[config.mk]
export PLATFORM = sky130hd
export DESIGN_NAME = alu_cmd_seq
export DESIGN_NICKNAME = d
export VERILOG_FILES = /design/src/rtl/alu_pkg.sv /design/src/rtl/cmd_fifo.sv /design/src/rtl/alu_cmd_seq.sv
export SDC_FILE = /design/constraint.sdc
export NUM_CORES = 1
export LEC_CHECK = 0
export ABC_CLOCK_PERIOD_IN_PS = 1850
export CORE_UTILIZATION = 49
export DETAILED_ROUTE_END_ITERATION = 10
export GPL_TIMING_DRIVEN = 1
export PLACE_DENSITY = 0.86
export REMOVE_ABC_BUFFERS = 1
export SLEW_MARGIN = 20
export SYNTH_ARGS = -nofsm -noshare
export SYNTH_HDL_FRONTEND = slang
export SYNTH_SLANG_ARGS = --single-unit
export TNS_END_PERCENT = 20
[constraint.sdc]
create_clock -name clk -period 1.85 [get_ports clk]
set_input_delay 0.37 -clock clk [delete_from_list [all_inputs] [get_ports clk]]
set_output_delay 0.37 -clock clk [all_outputs]
set_load 0.02 [all_outputs]
[src/rtl/alu_pkg.sv]
// Shared types for the ALU command sequencer: mode codes, FSM states and the queued command record.
package alu_pkg;

  localparam int unsigned ALU_W = 4;
  localparam int unsigned MOD_W = 3;

  localparam logic [MOD_W-1:0] ALU_ADD = 3'b000;
  localparam logic [MOD_W-1:0] ALU_SUB = 3'b001;
  localparam logic [MOD_W-1:0] ALU_NEG = 3'b010;

  typedef enum logic [1:0] {
    IDLE = 2'd0,
    EXEC = 2'd1,
    DONE = 2'd2
  } state_t;

  typedef struct packed {
    logic [ALU_W-1:0] a;
    logic [ALU_W-1:0] b;
    logic [MOD_W-1:0] mod;
    logic             use_acc;
  } cmd_t;

endpackage

[src/rtl/cmd_fifo.sv]
// Synchronous FIFO with registered count; ready/empty are flops so push acceptance never depends on pop.
module cmd_fifo #(
  parameter int unsigned DW    = 12,
  parameter int unsigned DEPTH = 2
) (
  input  logic          clk,
  input  logic          rst,
  input  logic          push,
  input  logic          pop,
  input  logic [DW-1:0] din,
  output logic [DW-1:0] head_c,
  output logic          ready,
  output logic          empty
);

  localparam int unsigned PW = $clog2(DEPTH);
  localparam int unsigned CW = $clog2(DEPTH + 1);

  logic [DW-1:0] mem [DEPTH];
  logic [PW-1:0] wr_ptr;
  logic [PW-1:0] rd_ptr;
  logic [CW-1:0] count;
  logic [CW-1:0] count_nxt;
  logic          do_push;
  logic          do_pop;

  assign do_push = push && ready;
  assign do_pop  = pop && !empty;
  assign head_c  = mem[rd_ptr];

  always_comb begin
    count_nxt = count;
    if (do_push && !do_pop) begin
      count_nxt = count + CW'(1);
    end else if (!do_push && do_pop) begin
      count_nxt = count - CW'(1);
    end
  end

  // Pointers wrap naturally because DEPTH is a power of two.
  always_ff @(posedge clk or posedge rst) begin
    if (rst) begin
      wr_ptr <= '0;
      rd_ptr <= '0;
      count  <= '0;
      ready  <= 1'b1;
      empty  <= 1'b1;
    end else begin
      if (do_push) wr_ptr <= wr_ptr + PW'(1);
      if (do_pop)  rd_ptr <= rd_ptr + PW'(1);
      count <= count_nxt;
      ready <= (count_nxt != CW'(DEPTH));
      empty <= (count_nxt == '0);
    end
  end

  always_ff @(posedge clk) begin
    if (do_push) mem[wr_ptr] <= din;
  end

endmodule

[src/rtl/alu_cmd_seq.sv]
// Sequential front end for the 4-bit ALU: queues commands, drives ALU operands from registers,
// captures result/flags one cycle later and offers them downstream; keeps an accumulator.
module alu_cmd_seq
  import alu_pkg::*;
#(
  parameter int unsigned WIDTH      = ALU_W,
  parameter int unsigned FIFO_DEPTH = 2
) (
  input  logic             clk,
  input  logic             rst,
  input  logic             cmd_valid,
  output logic             cmd_ready,
  input  logic [WIDTH-1:0] cmd_a,
  input  logic [WIDTH-1:0] cmd_b,
  input  logic [2:0]       cmd_mod,
  input  logic             cmd_use_acc,
  output logic [WIDTH-1:0] alu_a,
  output logic [WIDTH-1:0] alu_b,
  output logic [2:0]       alu_mod,
  input  logic [WIDTH-1:0] alu_result,
  input  logic             alu_zero,
  input  logic             alu_c,
  input  logic             alu_ovf,
  output logic             res_valid,
  input  logic             res_ready,
  output logic [WIDTH-1:0] res_data,
  output logic             res_zero,
  output logic             res_c,
  output logic             res_ovf,
  output logic [WIDTH-1:0] acc
);

  state_t state;
  cmd_t   cmd_in;
  cmd_t   head_c;
  logic   fifo_empty;
  logic   pop_c;

  assign cmd_in = {cmd_a, cmd_b, cmd_mod, cmd_use_acc};

  // Pop from IDLE, or straight from DONE when the current result is taken.
  assign pop_c = !fifo_empty && ((state == IDLE) || ((state == DONE) && res_ready));

  cmd_fifo #(
    .DW    ($bits(cmd_t)),
    .DEPTH (FIFO_DEPTH)
  ) u_fifo (
    .clk    (clk),
    .rst    (rst),
    .push   (cmd_valid),
    .pop    (pop_c),
    .din    (cmd_in),
    .head_c (head_c),
    .ready  (cmd_ready),
    .empty  (fifo_empty)
  );

  always_ff @(posedge clk or posedge rst) begin
    if (rst) begin
      state     <= IDLE;
      alu_a     <= '0;
      alu_b     <= '0;
      alu_mod   <= '0;
      res_valid <= 1'b0;
      res_data  <= '0;
      res_zero  <= 1'b0;
      res_c     <= 1'b0;
      res_ovf   <= 1'b0;
      acc       <= '0;
    end else begin
      // acc was written at least one edge before any pop can read it.
      if (pop_c) begin
        alu_a   <= head_c.use_acc ? acc : head_c.a;
        alu_b   <= head_c.b;
        alu_mod <= head_c.mod;
      end
      case (state)
        IDLE: begin
          if (pop_c) state <= EXEC;
        end
        EXEC: begin
          res_data  <= alu_result;
          acc       <= alu_result;
          res_valid <= 1'b1;
          // NEG leaves the ALU flags undefined, so they are reported as zero.
          if (alu_mod == ALU_NEG) begin
            res_zero <= 1'b0;
            res_c    <= 1'b0;
            res_ovf  <= 1'b0;
          end else begin
            res_zero <= alu_zero;
            res_c    <= alu_c;
            res_ovf  <= alu_ovf;
          end
          state <= DONE;
        end
        DONE: begin
          if (res_ready) begin
            res_valid <= 1'b0;
            state     <= pop_c ? EXEC : IDLE;
          end
        end
        default: state <= IDLE;
      endcase
    end
  end

endmodule

* Yosys cells after proc, flatten, opt, wreduce, memory -nomap -nowiden
Memory sizes are Yosys's and may differ from the RTL's. Index checks and enable logic that the tools add are counted.
Word-level totals: register bits after elaboration 27, bits in latches 0, memory bits (writable) 24, memory bits (read-only) 0, logic and storage cells 54, memories 1
Cells by class: add/sub/neg operators 4, multiply operators 0, divide/modulo/power cells 0, magnitude comparators 0, equality and inequality tests 6, shift operators 0, muxes and demuxes 14, bitwise operators 0, reduce and logical (&&, ||, !) cells 15
Memories:
- u_fifo.mem | words 2, width 12, read ports 1, clocked after Yosys merged registers in 0, wr ports 1, line cmd_fifo.sv:19 | logic [DW-1:0] mem [DEPTH];
Operators by type and width (number):
- 2-bit 2-to-1 mux | 4
- 1-bit 2-to-1 mux | 7
- 1-bit logical AND | 6
- 2-bit != test, second input constant | 3
- 2-bit one-hot mux with 3 select lines | 1
- 2-bit zero test | 2
- 4-bit 2-to-1 mux | 1
- 2-bit AND reduction | 2
- 3-bit by 2-bit equality test with 1-bit output, second input constant | 1
- 1-bit zero test | 3
- 1-bit adder, second input constant | 2
- 2-bit by 1-bit adder with 2-bit output, second input constant | 1
- 2-bit by 1-bit equality test with 1-bit output, second input constant | 1
- 2-bit equality test, second input constant | 1
- 1-bit one-hot mux with 2 select lines | 1
- 2-bit nonzero test | 1
- 2-bit by 1-bit subtractor with 2-bit output, second input constant | 1
- 1-bit logical OR | 1

* Logic depth before layout (Yosys ltp)
Gate-level depths: netlist (run 1).
word-level depth 9, gate-level depth with buffers 5

* Cells and area by module
From an unflattened synthesis (run 1), not the netlist that was laid out.
Unflattened totals: cell total of the unflattened synthesis 134, area, all modules 2152.1 um2
Modules (own cells, without submodules):
- cmd_fifo | instances 1, cells an instance 68, area an instance 1204.9 um2, sequential area each 873.3 um2
- alu_cmd_seq | instances 1, cells an instance 66, area an instance 947.2 um2, sequential area each 525.5 um2

* Least setup slack after synthesis (run 1)
Ideal clock, no wire load.
kind flip-flop to flip-flop, start point register u_fifo.ready, end point memory u_fifo.mem[0][0] (enable), arrival time 1220 ps, path slack 250 ps, cell stages (with the launch flop) 3, path buffers 0, period minus slack after synthesis 1600 ps, cell sequence dfstp_2 -> nand2_1 -> nor2_1
On the way: word-level cells in the longest chain between the ends 3
Ends and longest elaborated chain:
- from (decl) | line cmd_fifo.sv:12 | output logic ready,
- from (signal assigned) | line cmd_fifo.sv:52 | ready <= (count_nxt != CW'(DEPTH));
- 1-bit logical AND | line cmd_fifo.sv:27 | assign do_push = push && ready;
- 1-bit 2-to-1 mux | line cmd_fifo.sv:58 | if (do_push) mem[wr_ptr] <= din;
- 1-bit 2-to-1 mux (implied by the code) | line cmd_fifo.sv:58
- to (decl) | line cmd_fifo.sv:19
Every way passes these cells.

==> metrics.md, run 1 <==
| Metric | Value |
|---|---|
| Number of library cell types mapped by synthesis | 28 |
| Slew Viols, Final | 0 |
| First-pass GRT wire length | 6150 um |
| Via count of the first global-routing pass | 1331 |
| Level count of the clock H-tree | 2 |
| Global routing usage summed across all routing layers | 0.200 |
| Overall Power | 4640 uW |
| Worst-case reg-to-reg path depth | 4 |
| Crit path max-delay family | buffers and inverters |
| Placed standard-cell area | 2530 um^2 |
| Max capacitance violation total | 0 |
| GP Congestion | 0.847 |
| Insertion delay to the later sink of the worst-skew pair | 0.31 ns |
| Number of nets with antenna violations after routing | 0 |
| Power Dens Cells | 1760 nW/um^2 |
| Crit. path cell count | 1 |
| Type of destination of the critical path | primary output |
| Start point of the critical path | acc[1]$_DFFE_PP0P_ |
| Critical path type | reg -> out |
| Largest net degree at the start of global routing | 28 |
| Final cell area excluding filler cells | 2640 um^2 |
| Maximum buffer depth of the clock tree | 2 |
| Total die area | 4390 um^2 |
| Arrival time reported for the critical path endpoint | 1.35 ns |
| Initial cell density of the core | 0.533 |
| Detailed-router iteration count before antenna repair | 4 |
| End of the critical path | res_data[1] |
| Cell row count | 22 |
| Area growth from synthesis to final layout | 30.5% |
| Worst-path cell chain | clkdlybuf4s50_1 |
| Clock tree from TritonCTS | yes |
| Gate count after technology mapping | 147 |
| Clock sink count | 51 |
| Yosys synthesis warning count | 0 |
| Delay of the slowest cell on the worst path | 0.63 ns |
| Clock-pin slew reported for the worst setup and hold paths after clock tree synthesis | 0.09 ns |
| Max frequency | 581 MHz |
| Number of clock buffers inserted by TritonCTS | 5 |
| Reg-to-reg critical path endpoint | u_fifo.count[1]$_DFF_PP0_ |
| Number of buffers and inverters on the critical path | 1 |
| Overall die width | 66.3 um |
| Worst setup skew after layout | 0.00529 ns |
| Highest net fanout along the worst path | 5 |
| Leftover overflow at the end of global routing | 0 |
| Highest-delay cell along the critical path | clkdlybuf4s50_1 |
| Core box area | 3800 um^2 |
| Post-Route Hold Slack | 0.425 ns |
| Critical path launch point type | register |
| Average detailed-routed wire length per instance | 15.3 um |
| Fraction of layout cells with a size suffix above 1 | 0.118 |
| Static Leakage | 0.00105 uW |
| Count of endpoints failing setup in the final report | 0 |
| HP Class | in -> async |
| Root Buffer Master | clkbuf_8 |
| Number of hold violations in the final report | 0 |
| Port Buf Inserts | 46 |
| HPWL Detailed | 2630 um |
| Start of the worst register-to-register path | state[0]$_DFFE_PP0P_ |
| Measured slew at the worst slew-check pin | 0.671 ns |
| Vertical die dimension | 66.3 um |
| First-iteration detailed-routing DRC count | 67 |
| Number of antenna violations at the first check in global routing | 0 |
| Worst-case register-to-register setup slack | 0.31 ns |
| # fillers | 253 |
| Avg Cell Area, Syn | 13.8 um^2 |
| Shortest clock period the worst path allows after layout | 1.72 ns |
| Synth Cell Area | 2020 um^2 |
| Final-stage net count | 217 |
| Portion of the post-synthesis area used by sequential elements | 0.691 |
| Largest vdd supply drop | 0.804 mV |
| Post-synthesis sequential element count | 51 |
| Ratio of routed vias to standard cells | 5.17 |
| Unrepaired setup endpoints after global routing | false |
| Remaining max-slew budget at the tightest pin | 0.553 |
| Hold buffer count at CTS | 0 |
| Routed via count | 1257 |
| Final period utilization | 0.930 |
| Critical path data required time | 1.48 ns |
| Wirelength, routed | 3710 um |
| Diodes inserted | 0 |
| Drt drc | 0 |
| Number of top-level design ports | 47 |
| Result of the run | finished clean |
[how the worst min path moves through the flow]
stage,start,endpoint,slack (ns)
finish,rst,res_ovf$_DFFE_PP0P_,0.42
global route,rst,acc[3]$_DFFE_PP0P_,0.45
CTS,rst,acc[3]$_DFFE_PP0P_,0.44
detailed placement,u_fifo.wr_ptr$_DFFE_PP0N_,u_fifo.wr_ptr$_DFFE_PP0N_,0.49
global placement,res_zero$_DFFE_PP0P_,res_zero$_DFFE_PP0P_,0.46
floorplan,rst,acc[0]$_DFFE_PP0P_,0.42
[state kept, by name (all words and copies together) (netlist names)]
| signal | count |
|---|---|
| u_fifo.ready | 1 |
| u_fifo.empty | 1 |
| res_valid | 1 |
| alu_a | 4 |
| alu_mod | 3 |
| acc | 4 |
| u_fifo.rd_ptr | 1 |
| res_ovf | 1 |
| u_fifo.wr_ptr | 1 |
| state | 2 |
| u_fifo.mem | 24 |
| res_c | 1 |
| u_fifo.count | 2 |
| res_zero | 1 |
| alu_b | 4 |
[logic make-up after synthesis]
family	after synthesis	synth area share
simple gates	35	0.0835
compound gates	23	0.0686
mux	20	0.104
flops	51	0.691
xor+xnor	4	0.0173
buf+inv	14	0.0352
[through the flow]
stage / std cells / util / TNS, ns / worst slack (ns)
2_1_floorplan: 136 / - / 0 / 0.0242
3_3_place_gp: 235 / 0.667 / 0 / 0.0943
3_5_place_dp: 235 / 0.667 / -0.0254 / -0.0254
4_1_cts: 243 / 0.695 / 0 / 0.106
5_1_grt: 243 / 0.695 / 0 / 0.0503
6_report: 243 / 0.695 / 0 / 0.130
[area by class of cell]
cell class                      count  area, um^2  share of cell area
Sequential cell                    51        1400               0.530
Clock buffer                        5        68.8              0.0261
Inverter                            3        11.3             0.00427
Tap cell                           48        60.1              0.0227
Clock inverter                      3        38.8              0.0147
Multi-Input combinational cell     82         553               0.209
Timing Repair Buffer               51         509               0.193
[placed cells by master (no fill, tap or decap), types with 2 or more instances in the layout]
cell and instances:
a211oi_1 4, a21oi_1 11, buf_4 4, clkbuf_8 5, clkdlybuf4s50_1 45, dfrtp_1 25
dfstp_2 2, edfxtp_1 24, inv_1 3, mux2_2 8, mux2i_1 12, nand2_1 10
nand2b_1 2, nor2_1 11, nor2b_1 5, o21ai_0 5, xor2_1 3
[power breakdown]
| group | internal (uW) | total [uW] | switching, uW |
|---|---|---|---|
| Clock | 396 | 740 | 345 |
| Combinational | 986 | 1930 | 940 |
| Sequential | 1630 | 1980 | 342 |
[metal layers]
layer,track usage,vias to the layer above,part of all wire,wire (um)
met4,0.101,0,0.022,82
li1,-,607,-,-
met2,0.333,48,0.52,1920
met1,0.228,594,0.40,1480
met3,0.0672,8,0.062,229
met5,0,-,0,0
[what timing repair did]
action | in CTS | in global routing
resized for setup | 1 | 0
endpoints found under the setup margin | 1 | 0
setup buffers | 0 | 0
[synth_stat cells (all sizes together)]
cell      n  area, um^2
or2b      1        7.51
and3      1        6.26
buf       7        45.0
o21ai     5        25.0
nand2    10        37.5
dfrtp    25         626
nor2     11        41.3
or3       1        6.26
and2      1        6.26
nor2b     5        31.3
mux2i    12         120
o221a     1        11.3
a211oi    4        30.0
nand4b    1        8.76
xor2      3        26.3
dfstp     2        52.6
nand3     1        5.00
mux2      8        90.1
edfxtp   24         721
clkbuf    4        15.0
inv       3        11.3
o221ai    1        8.76
nand2b    2        12.5
or2       1        6.26
xnor2     1        8.76
a21oi    11        55.1
a2bb2oi   1        8.76
(Power assumes the default switching activity.)
==> run 2: changes to the inputs <==
--- a/config.mk
+++ b/config.mk
@@ -6,5 +6,5 @@
 export NUM_CORES = 1
 export LEC_CHECK = 0
-export ABC_CLOCK_PERIOD_IN_PS = 1850
+export CORE_MARGIN = 3
 export CORE_UTILIZATION = 49
 export DETAILED_ROUTE_END_ITERATION = 10
==> constraint.sdc (replaced) <==
create_clock -name clk -period 1.85 [get_ports clk]
set_input_delay 0.37 -clock clk [delete_from_list [all_inputs] [get_ports clk]]
set_output_delay 0.37 -clock clk [all_outputs]
set_load 0.05 [all_outputs]
==> run 2 against run 1 <==
Net effect: clock power down 14%; critical endpoint is now u_fifo.count[1]$_DFF_PP0_; highest routed layer unchanged; sequential cell count unchanged; sequential share of layout area up 1.3 points; cell area down 2.4%; sequential power about the same.
==> metrics.md, run 2 (synthesized netlist as in run 1, its figures left out) <==
| Metric | Value |
|---|---|
| Area growth from synthesis to final layout | 27.3% |
| Maximum buffer depth of the clock tree | 2 |
| Global routing usage summed across all routing layers | 0.158 |
| Type of destination of the critical path | register |
| Detailed-router iteration count before antenna repair | 4 |
| Logic gate share of total power | 0.481 |
| Highest net fanout along the worst path | 6 |
| Number of antenna violations at the first check in global routing | 0 |
| Largest vdd supply drop | 1.34 mV |
| Vertical die dimension | 70.3 um |
| Critical path type | reg -> reg |
| Max capacitance violation total | 0 |
| Result of the run | finished clean |
| Power Dens Cells | 1950 nW/um^2 |
| First-pass GRT wire length | 6030 um |
| Ratio of routed vias to standard cells | 5.16 |
| Sum of met2 wire segment lengths after detailed routing | 1940 um |
| Arrival time reported for the critical path endpoint | 1.82 ns |
| Unrepaired setup endpoints after global routing | false |
| Final-stage net count | 218 |
| HP Class | in -> async |
| Initial cell density of the core | 0.529 |
| Area used by multi-input combinational logic | 553 um^2 |
| Setup Fix Bufs, Post-CTS | 0 |
| Cell row count | 22 |
| GP Congestion | 0.831 |
| Diodes inserted | 0 |
| Clock tree from TritonCTS | yes |
| Overall Power | 5040 uW |
| Largest net degree at the start of global routing | 28 |
| Remaining max-slew budget at the tightest pin | 0.556 |
| # fillers | 277 |
| Clock-pin slew reported for the worst setup and hold paths after clock tree synthesis | 0.09 ns |
| Post-Route M1 WL | 1360 um |
| Fraction of layout cells with a size suffix above 1 | 0.235 |
| Number of hold violations in the final report | 0 |
| Level count of the clock H-tree | 2 |
| Switching share of total power | 0.446 |
| Leftover overflow at the end of global routing | 0 |
| Shortest clock period the worst path allows after layout | 1.62 ns |
| Measured slew at the worst slew-check pin | 0.665 ns |
| Average detailed-routed wire length per instance | 14.5 um |
| Static Leakage | 0.00110 uW |
| Setup tns final | 0 ns |
| HPWL Detailed | 2600 um |
| Number of flip-flops in the largest register | 24 |
| Met3 wire length | 225 um |
| Number of nets with antenna violations after routing | 0 |
| Wirelength, routed | 3530 um |
| Critical path data required time | 2.06 ns |
| Via count of the first global-routing pass | 1309 |
| Top register by number of flip-flops | u_fifo.mem |
| Core box area | 3830 um^2 |
| Total die area | 4940 um^2 |
| Post-Route Hold Slack | 0.413 ns |
| Critical path launch point type | register |
| Max frequency | 619 MHz |
| Final cell area excluding filler cells | 2580 um^2 |
| First-iteration detailed-routing DRC count | 83 |
| Placed standard-cell area | 2480 um^2 |
| Count of endpoints failing setup in the final report | 0 |
| Port Buf Inserts | 46 |
| Drt drc | 0 |
| Uppermost metal layer occupied by signal nets | met4 |
| Worst setup skew after layout | 0.00235 ns |
| Root Buffer Master | clkbuf_8 |
| Number of top-level design ports | 47 |
| Overall die width | 70.3 um |
| Sequential share of power | 0.393 |
| Most common cell after layout, fill and taps aside | buf_4 |
| Final period utilization | 0.874 |
| Insertion delay to the later sink of the worst-skew pair | 0.30 ns |
| Clock sink count | 51 |
| FF/Latch Area | 1400 um^2 |
| Internal power of the cells | 2790 uW |
| Slew Viols, Final | 0 |
| Number of clock buffers inserted by TritonCTS | 5 |
| Routed via count | 1260 |
| Net Sw Power | 2250 uW |
| Top library cells by usage in the layout, fill and taps aside | buf_4 (27), dfrtp_1 (25), edfxtp_1 (24) |
| Clock Power Share | 0.127 |
==> run 2: stage by stage <==
stage           util  cells  setup slack (ns)
2_1_floorplan      -    136            0.0242
3_3_place_gp   0.647    236            0.0920
3_5_place_dp   0.647    236           -0.0260
4_1_cts        0.671    244            0.0118
5_1_grt        0.673    244             0.238
6_report       0.673    244             0.233
==> run 2: repair_timing <==
action | in CTS | in global routing
hold buffers | 0 | 0
gates resized for setup | 0 | 3
setup endpoints to repair | 0 | 3
==> run 2: final timing paths <==
| check | startpoint | to | slack [ns] | cells after the start |
|---|---|---|---|---|
| setup / recovery | state[0]$_DFFE_PP0P_ | u_fifo.count[1]$_DFF_PP0_ | 0.23 | 4 |
| hold / removal | rst | res_c$_DFFE_PP0P_ | 0.41 | 3 |
| setup reg to reg | state[0]$_DFFE_PP0P_ | u_fifo.count[1]$_DFF_PP0_ | 0.23 | 4 |
| hold reg to reg | res_c$_DFFE_PP0P_ | res_c$_DFFE_PP0P_ | 0.48 | 2 |
| max in group asynchronous | rst | u_fifo.empty$_DFF_PP1_ | 1.14 | 3 |
| min in group clk | res_c$_DFFE_PP0P_ | res_c$_DFFE_PP0P_ | 0.48 | 2 |
==> run 2: layout make-up <==
type,count,area share
Clock inverter,3,0.00923
Clock buffer,5,0.0267
Timing Repair Buffer,52,0.179
Inverter,3,0.00437
Sequential cell,51,0.543
Multi-Input combinational cell,82,0.215
Tap cell,48,0.0233
==> run 2: per-layer routing <==
metal  GRT usage  up-vias
met2       0.285       44
met3      0.0547        2
li1            -      608
met5           0        -
met1       0.178      606
met4      0.0383        0
==> run 2: power by group through the flow <==
stage | combinational, uW | clock [uW] | sequential [uW]
2_1_floorplan | 785 | 0 | 2830
3_3_place_gp | 2380 | 0 | 1960
3_5_place_dp | 2450 | 0 | 2000
4_1_cts | 2450 | 663 | 1980
5_1_grt | 2570 | 722 | 2040
6_report | 2420 | 637 | 1980
==> run 2: critical path, stage by stage (launching register included) <==
cell and delay, ns:
dfrtp_1 0.39, or2_1 0.24, or3_1 0.47, mux2i_1 0.20, xor2_1 0.22
